**src/rtl/ll_pkg.sv**
```systemverilog
// Shared width helpers and pipeline types for the line-length feature engines.
package ll_pkg;

  function automatic int ch_width(input int num_ch);
    return (num_ch > 1) ? $clog2(num_ch) : 1;
  endfunction

  function automatic int cnt_width(input int win_len);
    return $clog2(win_len) + 1;
  endfunction

  // Worst-case window sum: WIN_LEN magnitudes of up to 2^(DATA_W+1) each.
  function automatic int acc_width(input int data_w, input int win_len);
    return data_w + 2 + $clog2(win_len);
  endfunction

  typedef struct packed {
    logic valid;
    logic use_diff;
  } s1_ctrl_t;

endpackage

```
**src/rtl/ll_abs_diff.sv**
```systemverilog
// Combinational |a - b| of two signed samples; result is exact (no wrap).
module ll_abs_diff #(
  parameter int DATA_W = 32
) (
  input  logic signed [DATA_W:0]   a,
  input  logic signed [DATA_W:0]   b,
  output logic        [DATA_W+1:0] mag
);

  logic signed [DATA_W+1:0] diff;

  always_comb begin
    diff = $signed({a[DATA_W], a}) - $signed({b[DATA_W], b});
    // Negating the most negative diff yields 100..0, which read unsigned is the true magnitude.
    mag  = diff[DATA_W+1] ? $unsigned(-diff) : $unsigned(diff);
  end

endmodule

```
**src/rtl/ll_window_accum.sv**
```systemverilog
// Multi-channel line-length engine: per channel, sums |x[i]-x[i-1]| over tumbling windows.
module ll_window_accum
  import ll_pkg::*;
#(
  parameter int  DATA_W  = 32,
  parameter int  NUM_CH  = 4,
  parameter int  WIN_LEN = 256,
  localparam int CH_W    = ch_width(NUM_CH),
  localparam int CNT_W   = cnt_width(WIN_LEN),
  localparam int ACC_W   = acc_width(DATA_W, WIN_LEN)
) (
  input  logic                   clk,
  input  logic                   rst_n,
  input  logic                   clear,
  input  logic                   in_valid,
  output logic                   in_ready,
  input  logic [CH_W-1:0]        in_ch,
  input  logic signed [DATA_W:0] din,
  output logic                   out_valid,
  input  logic                   out_ready,
  output logic [CH_W-1:0]        out_ch,
  output logic [ACC_W-1:0]       out_ll
);

  localparam int MAG_W = DATA_W + 2;

  logic signed [DATA_W:0] prev_q [NUM_CH];
  logic signed [DATA_W:0] prev_d [NUM_CH];
  logic [NUM_CH-1:0]      primed_q, primed_d;
  logic [ACC_W-1:0]       acc_q [NUM_CH];
  logic [ACC_W-1:0]       acc_d [NUM_CH];
  logic [CNT_W-1:0]       cnt_q [NUM_CH];
  logic [CNT_W-1:0]       cnt_d [NUM_CH];

  s1_ctrl_t               s1_ctrl_q, s1_ctrl_d;
  logic [CH_W-1:0]        s1_ch_q, s1_ch_d;
  logic [MAG_W-1:0]       s1_mag_q, s1_mag_d;

  logic                   out_valid_q, out_valid_d;
  logic [CH_W-1:0]        out_ch_q, out_ch_d;
  logic [ACC_W-1:0]       out_ll_q, out_ll_d;

  logic                   ch_ok, accept, s1_work, s1_done, stall, sel_primed;
  logic signed [DATA_W:0] sel_prev;
  logic [MAG_W-1:0]       cur_mag;

  assign ch_ok      = ({1'b0, in_ch} < (CH_W+1)'(NUM_CH));
  assign sel_prev   = ch_ok ? prev_q[in_ch] : '0;
  assign sel_primed = ch_ok & primed_q[in_ch];

  ll_abs_diff #(.DATA_W(DATA_W)) u_abs_diff (
    .a   (din),
    .b   (sel_prev),
    .mag (cur_mag)
  );

  // Handshakes: a transfer happens on a rising edge where valid & ready are both 1;
  // valid never depends on ready. in_ready is combinational from clear and out_ready.
  assign s1_work  = s1_ctrl_q.valid & s1_ctrl_q.use_diff;
  assign s1_done  = s1_work & (cnt_q[s1_ch_q] == CNT_W'(WIN_LEN - 1));
  assign stall    = s1_done & out_valid_q & ~out_ready;
  assign in_ready = ~clear & ~stall;
  assign accept   = in_valid & in_ready;

  always_comb begin
    prev_d      = prev_q;
    primed_d    = primed_q;
    acc_d       = acc_q;
    cnt_d       = cnt_q;
    s1_ctrl_d   = s1_ctrl_q;
    s1_ch_d     = s1_ch_q;
    s1_mag_d    = s1_mag_q;
    out_valid_d = out_valid_q & ~out_ready;
    out_ch_d    = out_ch_q;
    out_ll_d    = out_ll_q;

    if (clear) begin
      primed_d    = '0;
      s1_ctrl_d   = '0;
      out_valid_d = 1'b0;
      for (int i = 0; i < NUM_CH; i++) begin
        acc_d[i] = '0;
        cnt_d[i] = '0;
      end
    end else if (!stall) begin
      // Stage 2: accumulator read-modify-write for the sample held in s1.
      if (s1_done) begin
        out_ll_d          = acc_q[s1_ch_q] + ACC_W'(s1_mag_q);
        out_ch_d          = s1_ch_q;
        out_valid_d       = 1'b1;
        acc_d[s1_ch_q]    = '0;
        cnt_d[s1_ch_q]    = '0;
      end else if (s1_work) begin
        acc_d[s1_ch_q]    = acc_q[s1_ch_q] + ACC_W'(s1_mag_q);
        cnt_d[s1_ch_q]    = cnt_q[s1_ch_q] + 1'b1;
      end

      // Stage 1: out-of-range channels are consumed without touching any state.
      s1_ctrl_d.valid    = accept & ch_ok;
      s1_ctrl_d.use_diff = sel_primed;
      s1_ch_d            = in_ch;
      s1_mag_d           = cur_mag;
      if (accept && ch_ok) begin
        prev_d[in_ch]   = din;
        primed_d[in_ch] = 1'b1;
      end
    end
  end

  always_ff @(posedge clk or negedge rst_n) begin
    if (!rst_n) begin
      for (int i = 0; i < NUM_CH; i++) begin
        prev_q[i] <= '0;
        acc_q[i]  <= '0;
        cnt_q[i]  <= '0;
      end
      primed_q    <= '0;
      s1_ctrl_q   <= '0;
      s1_ch_q     <= '0;
      s1_mag_q    <= '0;
      out_valid_q <= 1'b0;
      out_ch_q    <= '0;
      out_ll_q    <= '0;
    end else begin
      prev_q      <= prev_d;
      acc_q       <= acc_d;
      cnt_q       <= cnt_d;
      primed_q    <= primed_d;
      s1_ctrl_q   <= s1_ctrl_d;
      s1_ch_q     <= s1_ch_d;
      s1_mag_q    <= s1_mag_d;
      out_valid_q <= out_valid_d;
      out_ch_q    <= out_ch_d;
      out_ll_q    <= out_ll_d;
    end
  end

  assign out_valid = out_valid_q;
  assign out_ch    = out_ch_q;
  assign out_ll    = out_ll_q;

endmodule

```
**config.mk**
```make
export PLATFORM = sky130hd
export DESIGN_NAME = ll_window_accum
export DESIGN_NICKNAME = d
export VERILOG_FILES = /design/src/rtl/ll_pkg.sv /design/src/rtl/ll_abs_diff.sv /design/src/rtl/ll_window_accum.sv
export SDC_FILE = /design/constraint.sdc
export NUM_CORES = 1
export LEC_CHECK = 0
export CAP_MARGIN = 0
export CELL_PAD_IN_SITES_DETAIL_PLACEMENT = 1
export CELL_PAD_IN_SITES_GLOBAL_PLACEMENT = 2
export CORE_MARGIN = 5
export CORE_UTILIZATION = 41
export DETAILED_ROUTE_END_ITERATION = 16
export GPL_TIMING_DRIVEN = 0
export PLACE_DENSITY_LB_ADDON = 0.1
export SYNTH_ARGS = -nofsm -noshare
export SYNTH_HDL_FRONTEND = slang
export SYNTH_SLANG_ARGS = --single-unit
export TNS_END_PERCENT = 5
```
**constraint.sdc**
```tcl
create_clock -name clk -period 6.9 [get_ports clk]
set_clock_uncertainty 0.15 [all_clocks]
set_input_delay 1.38 -clock clk [delete_from_list [all_inputs] [get_ports clk]]
set_output_delay 1.38 -clock clk [all_outputs]
set_load 0.005 [all_outputs]
```
# ---- Yosys cells after proc, flatten, opt, wreduce, memory -nomap -nowiden
# Index checks and enable logic that the tools add are counted.
dict set report totals {
  elab_cells 98
  output_inout_bits 46
  input_bits 40
  register_bits 423
}
dict set report op_classes {
  order_cmp 6
  n_eq_ne 2
  bitwise 17
  add_sub_neg 4
  n_reduce_logical 10
  mux 39
}
# operator count
set op_table {}
lappend op_table {{168-bit 2-to-1 mux} 4}
lappend op_table {{168-bit AND} 1}
lappend op_table {{168-bit bitwise mux} 1}
lappend op_table {{168-bit inverter} 1}
lappend op_table {{36-bit 2-to-1 mux} 4}
lappend op_table {{132-bit bitwise mux} 1}
lappend op_table {{42-bit 2-to-1 mux} 3}
lappend op_table {{33-bit 2-to-1 mux} 3}
lappend op_table {{42-bit binary-select mux with 2-bit select} 1}
lappend op_table {{42-bit demux with 2-bit select} 1}
lappend op_table {{33-bit binary-select mux with 2-bit select} 1}
lappend op_table {{33-bit demux with 2-bit select} 1}
lappend op_table {{42-bit by 34-bit adder with 42-bit output} 1}
lappend op_table {{36-bit AND} 1}
lappend op_table {{36-bit bitwise mux} 1}
lappend op_table {{36-bit inverter} 1}
lappend op_table {{34-bit 2-to-1 mux} 1}
lappend op_table {{34-bit negation} 1}
lappend op_table {{33-bit by 33-bit subtractor with 34-bit output} 1}
lappend op_table {{9-bit 2-to-1 mux} 3}
lappend op_table {{9-bit binary-select mux with 2-bit select} 1}
lappend op_table {{9-bit demux with 2-bit select} 1}
lappend op_table {{4-bit 2-to-1 mux} 3}
lappend op_table {{9-bit by 1-bit adder with 9-bit output (second input constant)} 1}
lappend op_table {{other kinds (19)} 40}

# ---- Depth between registers and ports, before layout
dict set report logic_depth {
  depth_word 14
  mapped_depth 19
  depth_no_buf 16
}

# ---- Modules after synthesis
# From an unflattened synthesis, not the netlist that was laid out.
dict set report unflattened {
  cells_unflattened 2040
  hier_area_um2 22638.0
}
# mod area_each_um2 cells_per_inst n_inst seq_area_each_um2
set modules_own_cells {}
lappend modules_own_cells {ll_window_accum 19785.2 1614 1 10585.2}
lappend modules_own_cells {ll_abs_diff 2852.7 426 1 0.0}

# ---- Worst setup path after synthesis
# Ideal clock, no wire load.
dict set report synth_timing {
  kind {input port to flip-flop}
  from {in in_ch[0]}
  to {reg s1_mag_q[31]}
  slack_ns 0.940
  path_buffers 3
  setup_time_ns 0.132
  required_time_ns 6.618
  t_arrival_ns 5.678
  path_stages 16
  cell_sequence {buf_1 buf_1 mux4_2 ha_1 fa_1 nor2b_1 o31a_1 nor4_1 nor4b_1 and4bb_2 and3_1 and2_1 buf_2 a41oi_1 xnor2_1 o21ai_1}
}
dict set report synth_between {
  elab_chain_len 7
}
# item line_no
set synth_lines {}
lappend synth_lines {{start, declared} ll_window_accum.sv:17} ;# input logic [CH_W-1:0] in_ch,
lappend synth_lines {{2-bit inverter with 3-bit output (not written as such) *} ll_window_accum.sv:48} ;# assign sel_prev = ch_ok ? prev_q[in_ch] : '0;
lappend synth_lines {{33-bit binary-select mux with 2-bit select *} ll_window_accum.sv:48}
lappend synth_lines {{33-bit 2-to-1 mux (not written as such) * (2 in series)} ll_window_accum.sv:48}
lappend synth_lines {{33-bit by 33-bit subtractor with 34-bit output *} ll_abs_diff.sv:13} ;# diff = $signed({a[DATA_W], a}) - $signed({b[DATA_W], b});
lappend synth_lines {{34-bit negation} ll_abs_diff.sv:15} ;# mag = diff[DATA_W+1] ? $unsigned(-diff) : $unsigned(diff);
lappend synth_lines {{34-bit 2-to-1 mux *} ll_abs_diff.sv:15}
lappend synth_lines {{end signal, assigned} ll_window_accum.sv:131} ;# s1_mag_q <= s1_mag_d;
lappend synth_lines {{end, declared} ll_window_accum.sv:37} ;# logic [MAG_W-1:0] s1_mag_q, s1_mag_d;
# Mark *: on every way between the ends. The rest lies on a longest branch, timed or not. The select of a mux whose other input is x is not followed.
# A chain may end at the register's enable or synchronous reset.

# ---- Worst setup path after layout
dict set report layout_timing {
  from {reg s1_ch_q[0]}
  to {out in_ready}
}
dict set report layout_between {
  elab_chain_len 10
}
# item line_no
set layout_lines {}
lappend layout_lines {{start, declared} ll_window_accum.sv:36} ;# logic [CH_W-1:0] s1_ch_q, s1_ch_d;
lappend layout_lines {{start signal, assigned} ll_window_accum.sv:130} ;# s1_ch_q <= s1_ch_d;
lappend layout_lines {{2-bit inverter with 3-bit output (not written as such)} ll_window_accum.sv:60} ;# assign s1_done = s1_work & (cnt_q[s1_ch_q] == CNT_W'(WIN_LEN - 1));
lappend layout_lines {{9-bit binary-select mux with 2-bit select} ll_window_accum.sv:60}
lappend layout_lines {{9-bit 2-to-1 mux (not written as such) (2 in series)} ll_window_accum.sv:60}
lappend layout_lines {{9-bit by 8-bit == test with 1-bit output} ll_window_accum.sv:60}
lappend layout_lines {{1-bit AND} ll_window_accum.sv:60}
lappend layout_lines {{1-bit AND (2 in series)} ll_window_accum.sv:61} ;# assign stall = s1_done & out_valid_q & ~out_ready;
lappend layout_lines {{1-bit inverter (no line)} --}
lappend layout_lines {{1-bit AND} ll_window_accum.sv:62} ;# assign in_ready = ~clear & ~stall;
lappend layout_lines {{end, declared} ll_window_accum.sv:16} ;# output logic in_ready,
# No other way between the ends. The select of a mux whose other input is x is not followed.

==> impl_metrics.json <==
{
  "maxSlewHeadroom_pct": 14.5,
  "post_cts_buffers": 0,
  "status": "complete, no violations",
  "grt_pass1_vias": 19449,
  "arrival_ns": 5.09,
  "gp_congestion": 0.870,
  "synthFlopType": "dfrtp_1",
  "start_util_pct": 41.4,
  "pin_count": 86,
  "powerDensity_nw_per_um2": 308,
  "die_w_um": 246,
  "wl_met2_um": 37900,
  "antenna_found_initial": 0,
  "wl_per_cell_um": 24.1,
  "drtPass1Iterations": 4,
  "post-dp-hpwl_um": 54600,
  "synth_cell_types": 84,
  "synth_seq_cells": 423,
  "hp-class": "reg2reg",
  "crit_chain": "buf_2 > clkbuf_2 > clkbuf_1 > nand2_1 > o21ai_0 > ha_1 > nand3_1 > nor2_1 > and3_1 > ha_1 > nand3_2 > o21ai_0 > inv_2 > clkdlybuf4s50_1",
  "p_leak_nw": 11.6,
  "dp.cells": 2983,
  "dieHeight_um": 246,
  "critPathMaxStageDelay_ns": 0.50,
  "fin_crit_sh_pct": 96.0,
  "fmax_mhz": 151,
  "period_needed_ns": 6.62,
  "cp.required_ns": 5.37,
  "root_buffer": "clkbuf_16",
  "drcViolationCount": 0,
  "synthArstFlopShare_pct": 100,
  "synth_cells": 2145,
  "cts.sinks": 423,
  "final_layout_size_suffix_gt1_share_pct": 16.8,
  "critPathCaptureType": "output port",
  "num-fill-cells": 6008,
  "vdd_drop_max_uv": 193,
  "hp-start": "acc_q[166]$_DFFE_PN0P_",
  "hold_viol": 0,
  "dr_wl_met3_um": 2350,
  "startpoint_type": "flip-flop",
  "diodes": 0,
  "postCtsHoldBufs": 0,
  "grt_usage_pct": 24.6,
  "crit_type": "reg2out",
  "synth_edf_count": 0,
  "cts_tree": "done",
  "design_area_um2": 26500,
  "startpoint": "s1_ch_q[0]$_DFFE_PN0P_",
  "wl_met1_um": 31200,
  "grt_max_degree": 120,
  "clock_latency_ns": 0.59,
  "p_int_w": 0.00535,
  "wl_um": 74100,
  "tightest_slew_ns": 1.28,
  "area_delta_synth_final_pct": 16.3,
  "crit_slowest_cell": "clkdlybuf4s50_1",
  "grt_setup_unrepaired": "false",
  "critPathMaxFanout": 10,
  "clockPowerShare_pct": 33.7,
  "power_switching_w": 0.00281,
  "via_count": 17654,
  "core_area_um2": 55100,
  "placed_cell_area_um2": 24700,
  "top_layer": "met4",
  "setup_viol": 0,
  "layout.nets": 2398,
  "ys_warn_count": 0,
  "reg2reg_from": "s1_ch_q[1]$_DFFE_PN0P_",
  "seqPwrFrac_pct": 36.2,
  "htreeDepth": 2,
  "p_sw_share_pct": 34.4,
  "overflow": 0,
  "ys_seq_area_share_pct": 46.4,
  "ant_nets": 0,
  "slew_viol_final": 0,
  "dieArea_um2": 60400,
  "layoutNonFillerInstCount": 3074,
  "cts_buffers": 50,
  "cts.path.max_buffers": 3,
  "numPortBuffers": 85,
  "grt_pass1_wl_um": 116000,
  "synth_nets": 2257,
  "synth_area_um2": 22800,
  "syn-mean-instance-area_um2": 10.6,
  "drt_iter0_drc": 817,
  "drv_cap": 0,
  "core.rowCount": 86,
  "via_per_inst": 5.74,
  "cts.reportedPaths.clkPinSlew_ns": 0.06,
  "comb_power_share_pct": 30.1
}
area by class of cell:
cell class	instances	area, um^2	area share [%]
repair buffers	90	961	3.62
clock inverters	15	188	0.708
inverters	57	214	0.807
clock buffers	77	1530	5.78
multi-input cells	1539	11600	43.7
well taps	748	936	3.53
flip-flops and latches	423	10600	39.9
plain buffers	125	522	1.97
kinds of logic after synthesis:
kind of cell | share of synthesized area, %
muxes | 16.2
DFF | 46.4
AOI/OAI and AO/OA | 15.1
adders and majority gates | 4.02
xor gates and xnor gates | 3.38
buffers and inverters | 3.12
and+or+nand+nor | 11.8
path summary, 6_finish.rpt:
path                       depth (start not counted)                 endpoint  slack [ns]
setup / recovery                                  14                 in_ready        0.28
hold / removal                                     2   acc_q[166]$_DFFE_PN0P_        0.33
setup reg to reg                                  15   out_ll[30]$_DFFE_PN0P_        0.28
hold reg to reg                                    2   acc_q[166]$_DFFE_PN0P_        0.33
max in group asynchronous                          2  prev_q[125]$_DFFE_PN0P_        4.82
min in group asynchronous                          1   out_ll[27]$_DFFE_PN0P_        0.66
critical path: cells and delay by family, from the launching register on:
| family | cells | cell delay [ns] |
|---|---|---|
| AO/OA/AOI/OAI | 2 | 0.63 |
| AND/OR/NAND/NOR | 5 | 1.05 |
| flip-flops | 1 | 0.36 |
| adder cells (fa/ha/maj) | 2 | 0.58 |
| buffers and inverters | 5 | 1.85 |
per-stage QoR:
| step | total power, W | worst slack (ns) | setup TNS (ns) | util [%] | hold slack (ns) |
|---|---|---|---|---|---|
| after global placement | 0.00535 | -14.45 | -6150.64 | 44.6 | 0.306 |
| after CTS | 0.00823 | 0.0572 | 0 | 48.1 | 0.331 |
| after global routing | 0.00860 | 0.0103 | 0 | 48.1 | 0.350 |
| after floorplan | 0.00458 | 0.940 | 0 | - | 0.295 |
| after detailed placement | 0.00542 | -1.33 | -47.94 | 44.9 | 0.317 |
| final | 0.00816 | 0.279 | 0 | 48.1 | 0.326 |
cell usage in the layout, fill, tap and decap left out, types with 7 or more instances in the layout:
master / Yosys / layout
nand4_1: 16 / 16
nor3_1: 38 / 36
o21ai_0: 139 / 139
nand2b_1: 18 / 18
o21a_1: 10 / 10
a31oi_1: 15 / 15
clkbuf_16: 0 / 51
o211ai_1: 15 / 15
o21ai_1: 35 / 35
nand2_1: 304 / 304
and3_1: 19 / 19
a22o_1: 71 / 71
clkinv_2: 0 / 7
a211oi_1: 16 / 12
clkbuf_1: 97 / 102
a21o_1: 37 / 37
a211oi_2: 3 / 7
xor2_1: 38 / 38
dfrtp_1: 423 / 423
clkbuf_8: 0 / 16
nand3_1: 40 / 39
ha_1: 70 / 70
nor2b_1: 10 / 10
mux4_2: 84 / 84
a21oi_1: 126 / 125
xnor2_1: 50 / 50
mux2_2: 155 / 155
inv_1: 56 / 56
clkdlybuf4s50_1: 0 / 84
nor2_1: 106 / 106
and2_1: 7 / 7
o31ai_1: 9 / 9
buf_2: 14 / 18
or3_1: 9 / 9
synthesized netlist by cell type (16+ instances only):
cell / instances / area, um^2
mux2_2: 155 / 1750
clkbuf_1: 97 / 364
nand4_1: 16 / 100
ha_1: 70 / 876
nor3_1: 38 / 190
and3_1: 19 / 119
o21ai_0: 139 / 696
a22o_1: 71 / 622
nand3_1: 40 / 200
a211oi_1: 16 / 120
xnor2_1: 50 / 438
mux4_2: 84 / 1890
xor2_1: 38 / 333
dfrtp_1: 423 / 10600
nand2b_1: 18 / 113
nand2_1: 304 / 1140
a21oi_1: 126 / 631
a21o_1: 37 / 278
inv_1: 56 / 210
o21ai_1: 35 / 175
nor2_1: 106 / 398
power by group through the flow:
stage               clock [W]  combinational (W)  sequential, W
global placement            0            0.00236        0.00298
floorplan                   0            0.00169        0.00289
global route          0.00292            0.00269        0.00298
finish                0.00275            0.00245        0.00295
CTS                   0.00282            0.00246        0.00295
detailed placement          0            0.00243        0.00299
repair_timing:
action                                  in CTS  in global routing
endpoints found under the setup margin     128                 64
gates resized for setup                     21                 18
hold endpoints to repair                     0                  0
gates cloned                                 0                  0
routing by layer:
layer	up-vias	GRT usage (%)
li1	8071	-
met3	122	2.88
met2	286	44.5
met4	0	8.06
met5	-	0
met1	9175	30.9
sequential cells by signal (all words and copies together) (netlist names):
| name | cells |
|---|---|
| s1_ctrl_q | 2 |
| primed_q | 4 |
| s1_mag_q | 34 |
| out_valid | 1 |
| out_ch | 2 |
| acc_q | 168 |
| cnt_q | 36 |
| s1_ch_q | 2 |
| prev_q | 132 |
| out_ll | 42 |
No activity file was read; power rests on OpenSTA's default activity.
